## src/rtl/spi_slave.sv

```systemverilog
// spi_slave: SPI responder (SCK idle high, sample on rise, MSB first)
// with DATA/STATUS/CTRL bus registers and DEPTH-deep RX/TX byte FIFOs.
// Ports: clk_i/rst_ni (async active-low), bus adr_i/sel_i/stb_i/we_i/
// dat_i/dat_o/ack_o, SPI spiClk_i/spiMosi_i/spiMiso_o, and spiCs_ni
// only when the macro SPI_SLAVE_CS_EN is defined.
module spi_slave #(
   parameter int         DEPTH = 8,
   parameter logic [7:0] FILL  = 8'hFF
) (
   input  logic        clk_i,
   input  logic        rst_ni,
   input  logic [3:2]  adr_i,
   input  logic [3:0]  sel_i,
   input  logic        stb_i,
   input  logic        we_i,
   input  logic [31:0] dat_i,
   output logic [31:0] dat_o,
   output logic        ack_o,
   input  logic        spiClk_i,
   input  logic        spiMosi_i,
   output logic        spiMiso_o
`ifdef SPI_SLAVE_CS_EN
   ,
   input  logic        spiCs_ni
`endif
);

   localparam int AW = (DEPTH > 1) ? $clog2(DEPTH) : 1;

   function automatic logic [AW-1:0] nextPtr(input logic [AW-1:0] p);
      return (p == AW'(DEPTH - 1)) ? '0 : p + 1'b1;
   endfunction

   logic [2:0] sckSync;
   logic [1:0] mosiSync;
   logic       csHigh;

   logic [2:0] bitcnt;
   logic [7:0] rxsh, txsh, fill;
   logic       txOverflow, rxOverflow, txUnderrun;

   logic [7:0]    rxMem [DEPTH];
   logic [7:0]    txMem [DEPTH];
   logic [AW-1:0] rxWp, rxRp, txWp, txRp;
   logic [7:0]    rxCnt, txCnt;

   logic rxEmpty, rxFull, txEmpty, txFull, busy;
   logic wr, rd, dataWr, ctrlWr0, ctrlWr1, clrFlags, resync;
   logic sckRise, sckFall;
   logic rxPushReq, rxPush, rxPop, txPush, txPopReq, txPop;
   logic [7:0] rxByte;
   logic unusedOk;

   assign unusedOk = ^{dat_i[31:16], dat_i[7:2], sel_i[3:2]};

`ifdef SPI_SLAVE_CS_EN
   logic [1:0] csSync;
   always_ff @(posedge clk_i or negedge rst_ni) begin
      if (!rst_ni) csSync <= 2'b11;
      else         csSync <= {csSync[0], spiCs_ni};
   end
   assign csHigh = csSync[1];
`else
   assign csHigh = 1'b0;
`endif

   always_ff @(posedge clk_i or negedge rst_ni) begin
      if (!rst_ni) begin
         sckSync  <= 3'b111;
         mosiSync <= 2'b00;
      end else begin
         sckSync  <= {sckSync[1:0], spiClk_i};
         mosiSync <= {mosiSync[0], spiMosi_i};
      end
   end

   assign wr       = stb_i & we_i;
   assign rd       = stb_i & ~we_i;
   assign dataWr   = wr & (adr_i == 2'd0) & sel_i[0];
   assign ctrlWr0  = wr & (adr_i == 2'd2) & sel_i[0];
   assign ctrlWr1  = wr & (adr_i == 2'd2) & sel_i[1];
   assign clrFlags = ctrlWr0 & dat_i[0];
   assign resync   = ctrlWr0 & dat_i[1];

   // Resync and a raised CS both suppress any SCK edge seen that cycle.
   assign sckRise = sckSync[1] & ~sckSync[2] & ~resync & ~csHigh;
   assign sckFall = ~sckSync[1] & sckSync[2] & ~resync & ~csHigh;

   assign rxEmpty = (rxCnt == 8'd0);
   assign rxFull  = (rxCnt == 8'(DEPTH));
   assign txEmpty = (txCnt == 8'd0);
   assign txFull  = (txCnt == 8'(DEPTH));
   assign busy    = (bitcnt != 3'd0) & ~csHigh;

   assign rxByte    = {rxsh[6:0], mosiSync[1]};
   assign rxPushReq = sckRise & (bitcnt == 3'd7);
   // Fullness is taken before any same-cycle pop.
   assign rxPush    = rxPushReq & ~rxFull;
   assign rxPop     = rd & (adr_i == 2'd0) & ~rxEmpty;
   assign txPush    = dataWr & ~txFull;
   assign txPopReq  = sckFall & (bitcnt == 3'd0);
   assign txPop     = txPopReq & ~txEmpty;

   always_ff @(posedge clk_i) begin
      if (rxPush) rxMem[rxWp] <= rxByte;
      if (txPush) txMem[txWp] <= dat_i[7:0];
   end

   always_ff @(posedge clk_i or negedge rst_ni) begin
      if (!rst_ni) begin
         rxWp  <= '0;
         rxRp  <= '0;
         rxCnt <= '0;
         txWp  <= '0;
         txRp  <= '0;
         txCnt <= '0;
      end else begin
         if (rxPush) rxWp <= nextPtr(rxWp);
         if (rxPop)  rxRp <= nextPtr(rxRp);
         if (txPush) txWp <= nextPtr(txWp);
         if (txPop)  txRp <= nextPtr(txRp);
         rxCnt <= rxCnt + {7'd0, rxPush} - {7'd0, rxPop};
         txCnt <= txCnt + {7'd0, txPush} - {7'd0, txPop};
      end
   end

   always_ff @(posedge clk_i or negedge rst_ni) begin
      if (!rst_ni) begin
         bitcnt     <= '0;
         rxsh       <= '0;
         txsh       <= 8'h80;
         spiMiso_o  <= 1'b1;
         fill       <= FILL;
         txOverflow <= 1'b0;
         rxOverflow <= 1'b0;
         txUnderrun <= 1'b0;
      end else begin
         if (resync || csHigh) begin
            bitcnt <= '0;
            rxsh   <= '0;
         end else if (sckRise) begin
            rxsh   <= rxByte;
            bitcnt <= bitcnt + 3'd1;
         end
         if (sckFall) begin
            if (bitcnt == 3'd0) txsh <= txEmpty ? fill : txMem[txRp];
            else                txsh <= {txsh[6:0], 1'b0};
         end
         spiMiso_o <= csHigh | txsh[7];
         if (ctrlWr1) fill <= dat_i[15:8];
         // A flag raised in the same cycle as a clear stays set.
         if (clrFlags) begin
            txOverflow <= 1'b0;
            rxOverflow <= 1'b0;
            txUnderrun <= 1'b0;
         end
         if (rxPushReq && rxFull)  rxOverflow <= 1'b1;
         if (dataWr && txFull)     txOverflow <= 1'b1;
         if (txPopReq && txEmpty)  txUnderrun <= 1'b1;
      end
   end

   assign ack_o = stb_i;

   always_comb begin
      dat_o = '0;
      case (adr_i)
         2'd0: dat_o = {24'd0, rxEmpty ? 8'h00 : rxMem[rxRp]};
         2'd1: dat_o = {txCnt, rxCnt, 9'd0, txOverflow, rxOverflow,
                        txUnderrun, busy, txFull, ~rxEmpty, rxEmpty};
         2'd2: dat_o = {16'd0, fill, 8'd0};
         default: dat_o = '0;
      endcase
   end

endmodule

```

## config.mk

```make
export PLATFORM = sky130hd
export DESIGN_NAME = spi_slave
export DESIGN_NICKNAME = d
export VERILOG_FILES = /design/src/rtl/spi_slave.sv
export SDC_FILE = /design/constraint.sdc
export NUM_CORES = 1
export LEC_CHECK = 0
export BUFFER_PORTS_ARGS = -buffer_cell sky130_fd_sc_hd__buf_2
export CORE_MARGIN = 2
export CORE_UTILIZATION = 30
export CTS_BUF_LIST = sky130_fd_sc_hd__clkbuf_2
export DETAILED_ROUTE_END_ITERATION = 12
export GPL_ROUTABILITY_DRIVEN = 0
export GPL_TIMING_DRIVEN = 0
export PLACE_DENSITY = 0.55
export SYNTH_ARGS = -nofsm -noshare
export SYNTH_HDL_FRONTEND = slang
export SYNTH_SLANG_ARGS = --single-unit
```

## constraint.sdc

```tcl
create_clock -name clk_i -period 6.9 [get_ports clk_i]
set_clock_uncertainty 0.15 [all_clocks]
set_input_delay 1.035 -clock clk_i [delete_from_list [all_inputs] [get_ports clk_i]]
set_output_delay 1.035 -clock clk_i [all_outputs]
set_load 0.02 [all_outputs]
```

# [Yosys cells after proc, flatten, opt, wreduce, memory -nomap -nowiden]
# Memory sizes are Yosys's and may differ from the RTL's.
# Cells that the tools add are included.
[word_totals] in_bits=44 output_inout_bits=34 mem_bits_rw=128 register_bits=63 romBits=0 mem_count=2 latchBits=0
[memory_table] memory="rxMem" depth=8 width=8 read_ports=1 rd_ports_with_merged_regs=0 wr=1 line_no="42" source="logic [7:0] rxMem [DEPTH];"
[memory_table] memory="txMem" depth=8 width=8 read_ports=1 rd_ports_with_merged_regs=0 wr=1 line_no="43" source="logic [7:0] txMem [DEPTH];"
[op_classes] reduce_logical=12 div=0 mul=0 n_eq_ne=9 shift=0 mux=20 order_cmp=0 bitwise=28 n_addsub=9
[op_table] op="$pmux W32 S3" n=1
[op_table] op="$mux W8" n=3
[op_table] op="$and A1 B1 Y1" n=20
[op_table] op="$mux W3" n=6
[op_table] op="$add A8 B1 Y8" n=2
[op_table] op="$eq A8 B4 Y1 const B" n=2
[op_table] op="$logic_not A8 Y1" n=2
[op_table] op="$sub A8 B1 Y8" n=2
[op_table] op="$add A3 B1 Y3 const B" n=5
[op_table] op="$eq A3 B3 Y1 const B" n=5
[op_table] op="$mux W7" n=2
[op_table] op="$mux W1" n=8
[op_table] op="$not A1 Y1" n=8
[op_table] op="$reduce_bool A2 Y1" n=4
[op_table] op="$logic_and A1 B1 Y1" n=3
[op_table] op="$logic_not A3 Y1" n=1
[op_table] op="$reduce_bool A3 Y1" n=1
[op_table] op="$eq A2 B1 Y1 const B" n=1
[op_table] op="$eq A2 B2 Y1 const B" n=1
[op_table] op="$logic_not A2 Y1" n=1

# [Logic depth before layout (Yosys ltp)]
# Gate-level depths: netlist (run 1).
[depth] word_depth=10 mapped_depth=15 depth_no_buf=15

# [Worst setup path after synthesis (run 1)]
# OpenSTA, ideal clock, no wires.
[synth_timing] path_kind="input -> register" from="input port sel_i[0]" to="register rxCnt[6]" arrival_time_ns=3.425 cell_stages=11 path_slack_ns=3.188 path_buffers=0 required_time_ns=6.614 cell_sequence="and3_1 -> a311oi_2 -> nand2_2 -> ha_1 -> inv_1 -> ha_1 -> fa_1 -> a21oi_1 -> o21ba_2 -> nor4_1 -> or3b_2"
[synth_between] elab_chain_len=8
[synth_rtl] element="start: declaration" line_no="13" source="input logic [3:0] sel_i,"
[synth_rtl] element="$and A1 B1 Y1" line_no="80" source="assign ctrlWr0 = wr & (adr_i == 2'd2) & sel_i[0];"
[synth_rtl] element="$and A1 B1 Y1" line_no="83" source="assign resync = ctrlWr0 & dat_i[1];"
[synth_rtl] element="$not A1 Y1" line_no="86" source="assign sckRise = sckSync[1] & ~sckSync[2] & ~resync & ~csHigh;"
[synth_rtl] element="$and A1 B1 Y1" line_no="86"
[synth_rtl] element="$and A1 B1 Y1" line_no="96" source="assign rxPushReq = sckRise & (bitcnt == 3'd7);"
[synth_rtl] element="$and A1 B1 Y1" line_no="98" source="assign rxPush = rxPushReq & ~rxFull;"
[synth_rtl] element="$add A8 B1 Y8" line_no="122" source="rxCnt <= rxCnt + {7'd0, rxPush} - {7'd0, rxPop};"
[synth_rtl] element="$sub A8 B1 Y8" line_no="122"
[synth_rtl] element="end signal: assignment" line_no="122"
[synth_rtl] element="end: declaration" line_no="45" source="logic [7:0] rxCnt, txCnt;"
# Every way passes these cells.
# A chain may end at the register's enable or synchronous reset.

# [Worst setup path in the final report (run 1)]
[layout_timing] from="register rxRp[1]" to="output port dat_o[6]"
[layout_between] elab_chain_len=3
[layout_rtl] element="start: declaration" line_no="44" source="logic [AW-1:0] rxWp, rxRp, txWp, txRp;"
[layout_rtl] element="start signal: assignment" line_no="119" source="if (rxPop) rxRp <= nextPtr(rxRp);"
[layout_rtl] element="$mem_v2 Z8 W8"
[layout_rtl] element="$mux W8" line_no="168" source="2'd0: dat_o = {24'd0, rxEmpty ? 8'h00 : rxMem[rxRp]};"
[layout_rtl] element="$pmux W32 S3" line_no="167" source="case (adr_i)"
[layout_rtl] element="end: declaration" line_no="17" source="output logic [31:0] dat_o,"
# Every way passes these cells.

==> flow_summary.ini, run 1 <==
[outcome]
status = complete, no violations

[floorplanning]
ios = 78
floorplan.initialDensity_pct = 30.55
chipHeight_um = 172.4
core-area_um2 = 27860
num_rows = 61
die_area_um2 = 29740
die_w_um = 172.4

[grt]
overflow = 0
grt_pass1_vias = 5074
grt_max_degree = 64
antenna_found_initial = 3
grt_pass1_wl_mm = 27.91
grt_usage_pct = 12.58

[power_and_ir_drop]
ir_drop_v = 0.0001328
total_power_mw = 3.386
p_leak_nw = 3.643
cellPowerDensity_nw_per_um2 = 351.2

[worst_setup_path]
worst_ep_required_time_ps = 5710
cp_slowest_cell = dfrtp_1
worstSetupStartpointType = register
worstSetupPathType = reg2out
path_cells = clkbuf_1 -> buf_2 -> mux4_2 -> mux2i_1 -> o21ai_0 -> buf_2
cpMostUsedCell = buf_2
cp_data_arrival_time_ps = 3000
cp_max_fo = 10
critPathMaxStageDelay_ps = 430
end_kind = primary output

[cts]
cts_setup_buffers = 0
numCtsBuffers = 17
cts_sinks = 191
clk_pin_slew_ps = 310
cts_resized = 0
clk-insertion-delay-late_ps = 780
htreeDepth = 4
cts_tree = done
cts_root_buffer = clkbuf_2
cts_hold_buffers = 0
cts_buffer_depth = 2

[yosys]
synth_edf_count = 128
synthTopCellsByCount = edfxtp_1, dfrtp_1, nor2_1
avgSynthCellArea_um2 = 15.39
synth_area_leaders = edfxtp_1, dfrtp_1, mux4_2
synth_nets = 634
synth_warnings = 0
ys_seq_area_share_pct = 63.87
syn-cell-area_um2 = 8512
synth_cell_types = 64
synthArstFlopShare_pct = 32.98
yosys.area.top_type_share_pct = 45.16
synth.most_common_cell = edfxtp_1
syn-instance-count = 553
ys_ff_latch = 191
synth.largest_area_cell = edfxtp_1
ys.flop_type = edfxtp_1

[min_path]
hold_path_class = in2async

[detailed_routing]
drc = 0
top_layer = met5
via_count = 4837
met2WireLength_mm = 9.181
drt-total-wl_mm = 17.80
ant_nets = 0
dr.pass1.iters = 4
drt-wirelength-per-cell_um = 17.30
met1_length_mm = 7.688
drt_iter0_markers = 361
vias_per_cell = 4.701
wl_met3_um = 758

[sta]
relSlewSlack_pct = 34.39
setup_tns_ps = 0
finalSetupViolCount = 0
finalCritPeriodShare_pct = 60.61
period_minus_slack_ps = 4182
hold_viol_final = 0
final_max_slew_viol_count = 0
fmax_ghz = 0.2391
rsz0062_at_grt = false
worst_pin_slew_ps = 980.6
setup_slack_ps = 2718

[final_layout]
fin_nets = 717
syn2layout_area_growth_pct = 13.27
final_core_util_pct = 34.61
drive_above_1_share_pct = 30.20

[flow_run]
maxCapViolCount = 0

[place]
hpwl_mm = 12.66
place_ws_ps = 2647
port_buffers = 59
-- logic make-up after synthesis --
family / count (synthesis) / share of synthesized area (%)
AOI/OAI and AO/OA: 63 / 5.586
xor gates and xnor gates: 9 / 0.9261
adders and majority gates: 37 / 5.615
buffers and inverters: 50 / 2.558
DFF: 191 / 63.87
muxes: 66 / 12.74
and+or+nand+nor: 137 / 8.702
-- final timing paths --
kind                              endpoint  cells after the start       start  slack (ps)
worst max-delay path              dat_o[6]                      6     rxRp[1]        2720
worst min-delay path               rxRp[2]                      1      rst_ni         140
worst max register to register    rxCnt[7]                     12    rxCnt[4]        3160
worst min register to register  sckSync[2]                      0  sckSync[1]         220
max in group asynchronous          rxsh[2]                      1      rst_ni        5830
min in group clk_i              sckSync[2]                      0  sckSync[1]         220
-- layer usage --
layer | track usage (%) | up-vias
met5 | 0 | -
met4 | 3.690 | 2
met3 | 2.564 | 12
met1 | 15.65 | 2464
li1 | - | 2268
met2 | 22.09 | 91
-- area by class of cell --
class	count	area (µm²)
Inverter	30	113.9
Antenna cell	2	5.005
Timing Repair Buffer	64	335.3
Tap cell	378	473.0
Sequential cell	191	5436
Clock inverter	15	181.4
Fill cell	2679	18220
Buffer	20	103.9
Multi-Input combinational cell	312	2908
Clock buffer	17	85.08
-- through the flow --
step / cells / area, µm² / hold slack [ps]
floorplan: 553 / 8512 / 181.2
global placement: 990 / 9280 / 191.4
detailed placement: 995 / 9370 / 192.5
CTS: 1027 / 9637 / 121.6
global route: 1028 / 9639 / 102.5
finish: 1029 / 9642 / 143.2
-- flip-flops by register name, indices dropped and copies added (netlist names) --
| signal | cells |
|---|---|
| rxsh | 7 |
| txOverflow | 1 |
| mosiSync | 2 |
| rxCnt | 8 |
| fill | 8 |
| txMem | 64 |
| sckSync | 3 |
| txsh | 8 |
| txRp | 3 |
| rxWp | 3 |
| rxOverflow | 1 |
| rxMem | 64 |
| rxRp | 3 |
| spiMiso_o | 1 |
| txUnderrun | 1 |
| txWp | 3 |
| txCnt | 8 |
| bitcnt | 3 |
-- critical path: cells and delay by family, from the launching register on --
| kind | cells | cell delay, ps |
|---|---|---|
| muxes | 2 | 580 |
| buffers and inverters | 3 | 1040 |
| AOI/OAI and AO/OA | 1 | 190 |
| DFF | 1 | 430 |
-- cells in the final DEF (no fill, tap or decap), types with 3 or more instances in the layout --
cell / synthesis / layout
buf_2: 5 / 63
nand3_1: 5 / 5
edfxtp_1: 128 / 128
inv_8: 0 / 5
buf_4: 4 / 10
o2bb2ai_1: 6 / 6
buf_1: 3 / 3
ha_1: 35 / 35
mux2i_1: 15 / 15
nor3_2: 0 / 5
o21ai_0: 8 / 8
a221oi_1: 5 / 5
nor2_1: 38 / 38
and2_1: 10 / 10
and3b_1: 4 / 4
mux2_2: 19 / 19
inv_6: 0 / 3
nand2_1: 35 / 35
clkbuf_2: 0 / 17
inv_1: 29 / 29
mux4_2: 32 / 32
dfstp_2: 13 / 13
dfrtp_1: 50 / 50
nor3b_1: 3 / 3
xnor2_1: 3 / 3
nor2b_1: 4 / 4
clkbuf_1: 7 / 7
a21oi_1: 16 / 16
nand2b_1: 8 / 8
xor2_1: 6 / 6
nor3_1: 8 / 3
clkinv_8: 0 / 3
-- where the power goes --
group          total [mW]  internal, mW  switching [mW]
clock               0.582         0.134           0.448
combinational        1.28         0.599           0.685
sequential           1.52          1.39           0.126
total                3.39          2.13            1.26
No activity file was read; power rests on OpenSTA's default activity.
==> inputs of run 2 (changes only) <==
--- a/config.mk
+++ b/config.mk
@@ -5,6 +5,7 @@
 export SDC_FILE = /design/constraint.sdc
 export NUM_CORES = 1
 export LEC_CHECK = 0
+export ABC_AREA = 1
 export BUFFER_PORTS_ARGS = -buffer_cell sky130_fd_sc_hd__buf_2
 export CORE_MARGIN = 2
 export CORE_UTILIZATION = 30
==> constraint.sdc (replaced) <==
create_clock -name clk_i -period 3.9 [get_ports clk_i]
set_clock_uncertainty 0.15 [all_clocks]
set_input_delay 0.585 -clock clk_i [delete_from_list [all_inputs] [get_ports clk_i]]
set_output_delay 0.585 -clock clk_i [all_outputs]
set_load 0.02 [all_outputs]
==> run 2 against run 1 <==
Compared with the run above: sequential power grew 75%; global-route usage grew 1.2 points; power grew 81%; combinational power grew 90%; die area grew 1.9%; largest cell class unchanged; clock power grew 77%; utilization grew 0.20 points; non-clock buffer count grew 27; cell count grew 30%; design area grew 3.3%; largest power group unchanged; highest routed layer is now met4; via count grew 26%.
==> flow_summary.ini, run 2 <==
[yosys]
synth_nets = 919
synth_top_family_by_area = simple AND/OR/NAND/NOR gates
synthTopCellsByCount = nand2_1, edfxtp_1, nor2_1
ys.flop_type = edfxtp_1
synth_xor_area_share_pct = 1.009
yosys.area_share.simple_pct = 17.15
synth_fa_ha_area_share_pct = 5.507
synth.most_common_cell = nand2_1
synth_cell_types = 37
synth_compound_area_share_pct = 7.626
yosys.area.top_type_share_pct = 44.28
syn-instance-count = 838
avgSynthCellArea_um2 = 10.36
synthArstFlopShare_pct = 32.98
synth.largest_area_cell = edfxtp_1
synth_edf_count = 128
synthMuxAreaShare_pct = 0
syn-cell-area_um2 = 8680
synth_area_leaders = edfxtp_1, dfrtp_1, nand2_1
ys_ff_latch = 191
synth_warnings = 0
ys_seq_area_share_pct = 62.64

[power_and_ir_drop]
p_leak_nw = 4.254
total_power_mw = 6.124
clkPwrFrac_pct = 16.9
ir_drop_v = 0.0001996
cellPowerDensity_nw_per_um2 = 614.7
power_frac_comb_pct = 39.7
p_sw_share_pct = 41.49
internal-power_mw = 3.583
power.net_switching_mw = 2.541
p_seq_share_pct = 43.4

[worst_setup_path]
cp_data_arrival_time_ps = 2870
worstSetupPathType = reg2out
cp_max_fo = 10
path_cells = buf_2 -> clkbuf_1 -> o21ai_0 -> o211ai_1 -> nand3_1 -> o21ai_0 -> buf_2
critPathLaunch = rxRp[1]
critPathMaxStageDelay_ps = 420
reg2reg_from = txCnt[4]
cp_slowest_cell = dfrtp_1
end_kind = primary output
worst_ep_required_time_ps = 3160
worstSetupStartpointType = register

[floorplanning]
chipHeight_um = 174.1
die_w_um = 174.1
num_rows = 62
ios = 78
die_area_um2 = 30310
floorplan.initialDensity_pct = 30.32
core-area_um2 = 28630

[grt]
grt_usage_pct = 13.74
grt_max_degree = 64
overflow = 0
antenna_found_initial = 1
grt_pass1_vias = 5958
grt_pass1_wl_mm = 32.02

[detailed_routing]
dr.pass1.iters = 5
drt-total-wl_mm = 20.32
ant_nets = 0
vias_per_cell = 4.555
drt_iter0_markers = 487
drc = 0
drt-wirelength-per-cell_um = 15.20
via_count = 6090

[cts]
cts_tree = done
cts_root_buffer = clkbuf_2
cts_buffer_depth = 2
clk_pin_slew_ps = 310
clk-insertion-delay-late_ps = 790
cts_setup_buffers = 0
htreeDepth = 4
cts_sinks = 191
numCtsBuffers = 17

[min_path]
hold_path_class = in2reg
hp-start = stb_i

[final_layout]
fin_nets = 1020
reg_top3 = rxMem x64, txMem x64
final_cell_mix = nand2_1, edfxtp_1, nor2_1, inv_1, buf_2
syn2layout_area_growth_pct = 14.79
layout_commonest_cell = nand2_1
drive_above_1_share_pct = 14.71

[sta]
worst_pin_slew_ps = 879.6
final_max_slew_viol_count = 0
hold_viol_final = 0
rsz0062_at_grt = false
finalSetupViolCount = 0
fmax_ghz = 0.2777
setup_tns_ps = 0
finalCritPeriodShare_pct = 92.32
relSlewSlack_pct = 40.91
period_minus_slack_ps = 3600

[flow_run]
maxCapViolCount = 0

[place]
port_buffers = 59
hpwl_mm = 14.16

[outcome]
status = complete, no violations
## run 2: cell types whose count changed after synthesis, moves of 7 or more
cell / change
o21ai_0: +53
nand2b_1: -8
a21oi_1: +7
mux2i_1: -15
nand3_1: +65
inv_1: +69
buf_2: +8
mux4_2: -32
and2_1: -10
nand2_1: +103
clkbuf_1: +7
nor2_1: +75
mux2_2: -19
o211ai_1: +12
## run 2: cell families (layout without fill, tap and decap cells)
group,Yosys count,in the layout
AND/OR/NAND/NOR,347,347
AO/OA/AOI/OAI,119,119
flip-flops,191,191
other,0,1
buffers and inverters,134,248
adder cells (fa/ha/maj),37,37
XOR/XNOR,10,10
## run 2: final timing paths
path	endpoint	slack [ps]	cells after the start
worst max register to register	txCnt[6]	690	16
worst min-delay path	rxRp[2]	100	5
worst max-delay path	dat_o[6]	300	7
worst min register to register	sckSync[1]	240	0
max in group asynchronous	txRp[2]	2770	2
min in group asynchronous	rxRp[2]	220	2
## run 2: power by group through the flow
stage | logic [mW] | clock network, mW | registers, mW
finish | 2.43 | 1.03 | 2.66
global route | 2.79 | 1.15 | 2.69
CTS | 2.46 | 1.07 | 2.66
detailed placement | 2.43 | 0 | 2.70
global placement | 2.39 | 0 | 2.69
floorplan | 1.75 | 0 | 2.65
## run 2: final cells by class
type,count,area (µm²)
antenna,1,2.502
tap,384,480.5
timing repair buffer,82,525.5
clock buffer,18,90.09
clock inverter,14,163.9
sequential,191,5436
fill,2904,18660
inverter,105,394.1
multi-input combinational,513,2738
buffer,29,132.6
## run 2: critical path: cells and delay by family, from the launching register on
family / cells / cell delay (ps)
compound gates: 3 / 640
flops: 1 / 420
simple gates: 1 / 170
buf+inv: 3 / 870
## run 2: metrics by stage
step	std cells	util [%]	worst slack, ps	hold WS [ps]	area [µm²]
3_5_place_dp	1282	33.08	510.0	186.4	9470
5_1_grt	1337	34.81	36.38	17.43	9963
2_1_floorplan	838	-	1177	139.4	8680
3_3_place_gp	1281	33.03	511.8	186.7	9455
6_report	1337	34.81	299.5	95.04	9963
4_1_cts	1336	34.76	158.9	9.021	9950
## run 2: repair_timing
item                       CTS  global route
resized for setup            1             1
hold endpoints to repair   128             0
cloned                       0             0
hold buffers                22             0
setup endpoints to repair    8             1
## run 2: metal layers
metal / GRT usage [%] / wire (µm) / vias up
li1: - / - / 3016
met1: 18.02 / 9294 / 2902
met2: 23.39 / 9860 / 149
met3: 2.165 / 846 / 23
met4: 4.202 / 316 / 0
met5: 0 / 0 / -
